File: src/rtl/rv32im_fetch_stage.sv
// Instruction fetch stage: owns the fetch PC, drives the instruction cache and
// hands {instr, pc} to decode. Optional perf counters: RV32IM_FETCH_PERF_EN.
module rv32im_fetch_stage #(
  parameter int unsigned     XLEN     = 32,
  parameter int unsigned     ILEN     = 32,
  parameter logic [XLEN-1:0] RESET_PC = '0
) (
  input  logic            clk_i,
  input  logic            reset_i,
  output logic [XLEN-1:0] cache_addr_o,
  output logic            cache_advance_o,
  output logic            cache_jump_o,
  input  logic            cache_busy_i,
  input  logic [ILEN-1:0] cache_instr_i,
  input  logic [XLEN-1:0] vtable_pc_i,
  input  logic            vtable_pc_write_i,
  input  logic            redirect_i,
  input  logic [XLEN-1:0] redirect_pc_i,
  output logic [ILEN-1:0] instr_o,
  output logic [XLEN-1:0] pc_o,
  output logic            valid_o,
  input  logic            ready_i,
  output logic            exc_misalign_o,
  output logic [XLEN-1:0] exc_addr_o
`ifdef RV32IM_FETCH_PERF_EN
  ,
  output logic [31:0]     perf_stall_o,
  output logic [31:0]     perf_miss_o
`endif
);

  typedef enum logic [1:0] {S_ISSUE, S_CHECK, S_WAIT, S_HALT} state_t;

  state_t          state, state_next;
  logic [XLEN-1:0] pc;
  logic [XLEN-1:0] pending_pc;
  logic            pending;
  logic            disc;

  logic            load_vt;
  logic            load_rd;
  logic            misalign;
  logic            load;
  logic            defer;
  logic [XLEN-1:0] load_pc;
  logic            accept;
  logic            issue;

  // The vector table outranks a redirect; only redirect targets are alignment-checked.
  assign load_vt  = vtable_pc_write_i;
  assign load_rd  = redirect_i & ~vtable_pc_write_i & (redirect_pc_i[1:0] == 2'b00);
  assign misalign = redirect_i & ~vtable_pc_write_i & (redirect_pc_i[1:0] != 2'b00);
  assign load     = load_vt | load_rd;
  assign load_pc  = load_vt ? vtable_pc_i : redirect_pc_i;
  assign defer    = load & cache_busy_i & ((state == S_CHECK) | (state == S_WAIT));
  assign accept   = valid_o & ready_i;

  // A request goes out only when the output register will have room for its data.
  assign issue = (state == S_ISSUE) & (~valid_o | ready_i) & ~cache_busy_i &
                 ~load & ~misalign & ~reset_i;

  assign cache_addr_o = pc;

  always_ff @(posedge clk_i) begin
    if (reset_i) state <= S_ISSUE;
    else         state <= state_next;
  end

  always_comb begin
    state_next      = state;
    cache_advance_o = 1'b0;
    cache_jump_o    = 1'b0;
    if (issue) begin
      cache_advance_o = ~disc;
      cache_jump_o    = disc;
    end
    case (state)
      S_ISSUE: if (issue) state_next = S_CHECK;
      S_CHECK: state_next = cache_busy_i ? S_WAIT : S_ISSUE;
      S_WAIT:  if (!cache_busy_i) state_next = S_ISSUE;
      S_HALT:  state_next = S_HALT;
    endcase
    if (misalign)            state_next = S_HALT;
    else if (load && !defer) state_next = S_ISSUE;
  end

  always_ff @(posedge clk_i) begin
    if (reset_i) begin
      pc             <= RESET_PC;
      pending_pc     <= '0;
      pending        <= 1'b0;
      disc           <= 1'b0;
      valid_o        <= 1'b0;
      instr_o        <= '0;
      pc_o           <= '0;
      exc_misalign_o <= 1'b0;
      exc_addr_o     <= '0;
    end else begin
      exc_misalign_o <= misalign;
      if (issue) disc <= 1'b0;
      if (misalign) begin
        exc_addr_o <= redirect_pc_i;
        valid_o    <= 1'b0;
        pending    <= 1'b0;
      end else if (load) begin
        // A read may still be outstanding; park the target until the cache settles.
        valid_o <= 1'b0;
        disc    <= 1'b1;
        if (defer) begin
          pending    <= 1'b1;
          pending_pc <= load_pc;
        end else begin
          pc      <= load_pc;
          pending <= 1'b0;
        end
      end else begin
        if (state == S_CHECK && !cache_busy_i) begin
          valid_o <= 1'b1;
          instr_o <= cache_instr_i;
          pc_o    <= pc;
          pc      <= pc + XLEN'(4);
        end else if (accept) begin
          valid_o <= 1'b0;
        end
        if (state == S_WAIT && !cache_busy_i && pending) begin
          pc      <= pending_pc;
          pending <= 1'b0;
        end
      end
    end
  end

`ifdef RV32IM_FETCH_PERF_EN
  always_ff @(posedge clk_i) begin
    if (reset_i) begin
      perf_stall_o <= '0;
      perf_miss_o  <= '0;
    end else begin
      if (state == S_WAIT) perf_stall_o <= perf_stall_o + 32'd1;
      if (state == S_CHECK && state_next == S_WAIT) perf_miss_o <= perf_miss_o + 32'd1;
    end
  end
`endif

endmodule
File: config.mk
export PLATFORM = sky130hd
export DESIGN_NAME = rv32im_fetch_stage
export DESIGN_NICKNAME = d
export VERILOG_FILES = /design/src/rtl/rv32im_fetch_stage.sv
export SDC_FILE = /design/constraint.sdc
export NUM_CORES = 1
export LEC_CHECK = 0
export ABC_AREA = 1
export CAP_MARGIN = 25
export CORE_UTILIZATION = 43
export DETAILED_ROUTE_END_ITERATION = 6
export HOLD_SLACK_MARGIN = 0.12
export PLACE_DENSITY = 0.88
export SLEW_MARGIN = 10
export SYNTH_ARGS = -nofsm -noshare
export SYNTH_HDL_FRONTEND = slang
export SYNTH_SLANG_ARGS = --single-unit
File: constraint.sdc
create_clock -name clk_i -period 1.55 [get_ports clk_i]
set_input_delay 0.31 -clock clk_i [delete_from_list [all_inputs] [get_ports clk_i]]
set_output_delay 0.31 -clock clk_i [all_outputs]
set_load 0.03 [all_outputs]
==> summary.txt <==
Detailed routing
  • Vias post-DR: approximately 10000
  • Vias per Instance: 6.08
  • # DRC: 19
  • Detailed Route WL: 38500 microns
  • Iteration-0 DRC Markers: between 1000 and 1500
  • WL per Instance: 23.0 microns
  • Routed Antenna Nets: 0
  • Total iterations of the first detailed-routing run: 7

Setup path
  • Critical path class: register to register
  • CP Capture Type: register
  • Worst Path Required: 1.88 ns
  • CP max FO: 5
  • Crit path from: cache_addr_o[20]
  • Worst Reg-to-Reg Cells: 9
  • Reg2reg setup slack: -0.43 ns
  • Worst reg2reg path startpoint: cache_addr_o[20]
  • R2r endpoint: cache_addr_o[29]
  • WP data arrival: ~2.3 ns
  • CP Capture Point: cache_addr_o[29]
  • Worst setup SP type: register

Placed design
  • PortBufs: 233
  • Dpl hpwl: between 15000 and 20000 microns
  • Placed insts: 1586
  • Gpl congestion: slightly below 0.9

Logic synthesis
  • Share of the synthesized area in the top cell type: 43.3%
  • Register area share after synthesis: approximately 43%
  • Synth area leaders: dfxtp_1 (43%), nand2_1 (10%), nor2_1 (9.1%)
  • Mapped Nets: roughly 1200
  • Syn Area/Cell: 6.95 sq um
  • Mapped Cells: roughly 1100
  • Synthesis Warnings: 0
  • Flops & latches, synth: 166
  • Yosys top cell by area: dfxtp_1
  • Yosys cell types: 33
  • Mapped Area: 7680 sq um

GRT
  • M1 GR Usage: about 37%
  • GR peak layer: met2
  • First-pass GRT wire length: 48400 microns
  • Via count of the first global-routing pass: ~9500
  • GR met2 Demand/Resource: 59.0%
  • GR Util All Layers: 34.0%
  • Largest net degree at the start of global routing: 44
  • Routing usage on met3: 10.3%
  • Remaining global-route overflow: 0
  • Initial antenna violation count: 2

CTS
  • Clk buf depth: 2
  • Clock Tree Root: clkbuf_16
  • Skew-Pair Late Insertion Delay: 0.44 ns
  • CTS Buf Count: 17
  • Hold buffers post-CTS: 0
  • CTS tree: yes
  • Sink count of the clock tree: 166
  • Reg clk slew, reported paths: approximately 0.070 ns
  • H-tree levels: 4

Power and ir drop
  • Switching Fraction: between 30% and 40%
  • Gate power share: 28.7%
  • Worst vdd ir: 0.915 mV
  • Flop pwr share: 37.5%
  • Power Dens Cells: 947 nW/um^2
  • LEAKAGE: 5.94 nW
  • Int Power: roughly 8.7 mW
  • Net switching power: 4.27 mW
  • Clock Power Share: 33.8%

Cells and area
  • N_diodes: 0
  • Final #Nets: 1543
  • Final std cells w/o fill: around 1700
  • Synth-to-Final Area Change: 77.9%
  • Filler cells: 975
  • Layout cells sized above 1: 32.0%

Floorplan
  • Site Rows: 48
  • Core Area: 17400 sq um
  • Initial Utilization: about 44%
  • Die Span Y: 136 microns
  • Chip width: 136 microns
  • Die area: 18400 sq um
  • Ports placed on the boundary: 234

STA
  • Worst Setup Slack, final: -0.430 ns
  • Final hold vios: 0
  • Setup_tns: -21.40 ns
  • Final period util: 128%
  • Post-Route Skew: 0.0160 ns
  • Slew Limit Fails: 0
  • Endpoints failing setup: 114
  • RSZ-0062 raised after global routing: true
  • Tmin final: approximately 2.0 ns
  • Max-slew headroom: slightly above 60%
  • Worst-Margin Slew: 0.574 ns
  • Fin Hold WS: 0.451 ns
  • Fmax: slightly above 500 MHz

Outcome
  • Violated checks: DRC, setup timing
  • Outcome: complete, but fails checks

Min path
  • Hold Path Class: input pin to register
  • Hold depth: 3

Flow run
  • Max-cap violations: 0
-- critical path: stages (launching register included) --
cell and delay (ns):
dfxtp_2 0.45, nand2_1 0.10, nor2_1 0.20, nand2_1 0.10
nor2_1 0.21, nand2_1 0.12, nand2_1 0.10, nand3_1 0.32
nand2_1 0.19, a21oi_1 0.08
-- placed cells by master (no fill, tap or decap), types with 24 or more instances in the layout --
cell type        instances
nor2_4                  47
dlygate4sd2_1           86
o21ai_1                 45
clkdlybuf4s50_1         98
buf_12                  32
nand2_1                191
o21ai_2                 44
o21ai_0                 24
buf_4                   87
a21oi_2                 35
clkbuf_16               26
nand3_1                 84
dfxtp_1                142
a21oi_1                 77
nor2_1                 118
mux2i_1                 27
inv_1                   61
nor2_2                  31
-- repair_timing --
action,4_1_cts,5_1_grt
pin swaps,30,48
gates cloned,15,11
setup buffers,23,13
gates resized for setup,360,232
endpoints found under the setup margin,214,169
-- metrics by stage --
step                utilization, %  cell area, sq um  worst slack, ns  power [mW]
finish                        78.7             13700           -0.430        12.9
CTS                           72.6             12600           -0.165        12.1
global placement              62.8             10900           -0.409        7.42
floorplan                        -              7680          0.00526        6.13
detailed placement            62.8             10900           -0.460        7.47
global route                  78.7             13700           -0.655        13.3
-- how the worst min path moves through the flow --
stage / from / end / slack, ns
after floorplan: redirect_pc_i[11] / exc_addr_o[11] / 0.41
after global placement: pending_pc[31] / pending_pc[31] / 0.44
after detailed placement: pending_pc[21] / pending_pc[21] / 0.44
after CTS: vtable_pc_write_i / disc / 0.42
after global routing: redirect_pc_i[5] / exc_addr_o[5] / 0.46
final: redirect_pc_i[3] / exc_addr_o[3] / 0.45
-- power groups by stage --
stage	clock network, mW	logic [mW]	registers [mW]
floorplan	0	0.947	5.19
CTS	4.33	2.98	4.78
global route	4.54	3.85	4.87
finish	4.38	3.71	4.85
global placement	0	2.57	4.85
detailed placement	0	2.61	4.86
-- layout make-up --
class                           instances  area (sq um)  area share, %
Inverter                               73           313           2.29
Tap cell                              225           282           2.06
Sequential cell                       166          3360           24.6
Clock buffer                           19           433           3.17
Multi-Input combinational cell        796          4890           35.8
Timing Repair Buffer                  380          4220           30.9
Clock inverter                         13           158           1.15
Timing Repair inverter                  1          8.76         0.0641
-- registers in the layout, indices dropped and copies added, names as in the netlist --
name and flops:
cache_addr_o 32, pc_o 32, pending_pc 32, pending 1
exc_misalign_o 1, disc 1, state 2, exc_addr_o 32
instr_o 32, valid_o 1
-- logic make-up (layout without fill, tap and decap cells) --
logic type      Yosys count  after routing  synth area share (%)
flops                   166            166                  43.3
mux                      27             27                  3.52
xor+xnor                  1              1                 0.114
buf+inv                 143            486                  7.81
compound gates          258            258                  17.4
fa+ha+maj                 6              6                 0.978
simple gates            504            504                  26.9
-- layer usage --
| metal | vias to the layer above | part of all wire (%) | wire length, microns |
|---|---|---|---|
| li1 | 4301 | - | - |
| met1 | 4680 | 32 | 12500 |
| met2 | 863 | 46 | 17900 |
| met3 | 327 | 13 | 4970 |
| met4 | 0 | 8.2 | 3170 |
| met5 | - | 0 | 0 |
-- synth_stat cells --
| library cell | number |
|---|---|
| o22ai_1 | 3 |
| inv_1 | 63 |
| nand2_1 | 207 |
| or2_2 | 1 |
| nand2_2 | 2 |
| nor2_2 | 9 |
| o21ai_1 | 66 |
| nor2_1 | 187 |
| a31oi_1 | 1 |
| and2_1 | 2 |
| inv_4 | 1 |
| nand3b_1 | 2 |
| inv_2 | 8 |
| o21a_1 | 1 |
| buf_2 | 24 |
| o211ai_1 | 1 |
| buf_1 | 7 |
| clkinv_1 | 1 |
| buf_6 | 1 |
| ha_1 | 6 |
| xor2_1 | 1 |
| a21oi_1 | 113 |
| nand2_4 | 1 |
| clkbuf_1 | 32 |
| a311oi_1 | 8 |
| o21ai_0 | 63 |
| buf_4 | 6 |
| a211oi_1 | 2 |
| dfxtp_1 | 166 |
| nand3_2 | 1 |
| nand4_1 | 1 |
| mux2i_1 | 27 |
| nand3_1 | 91 |
Note: power is estimated with default switching activity, not from simulation.
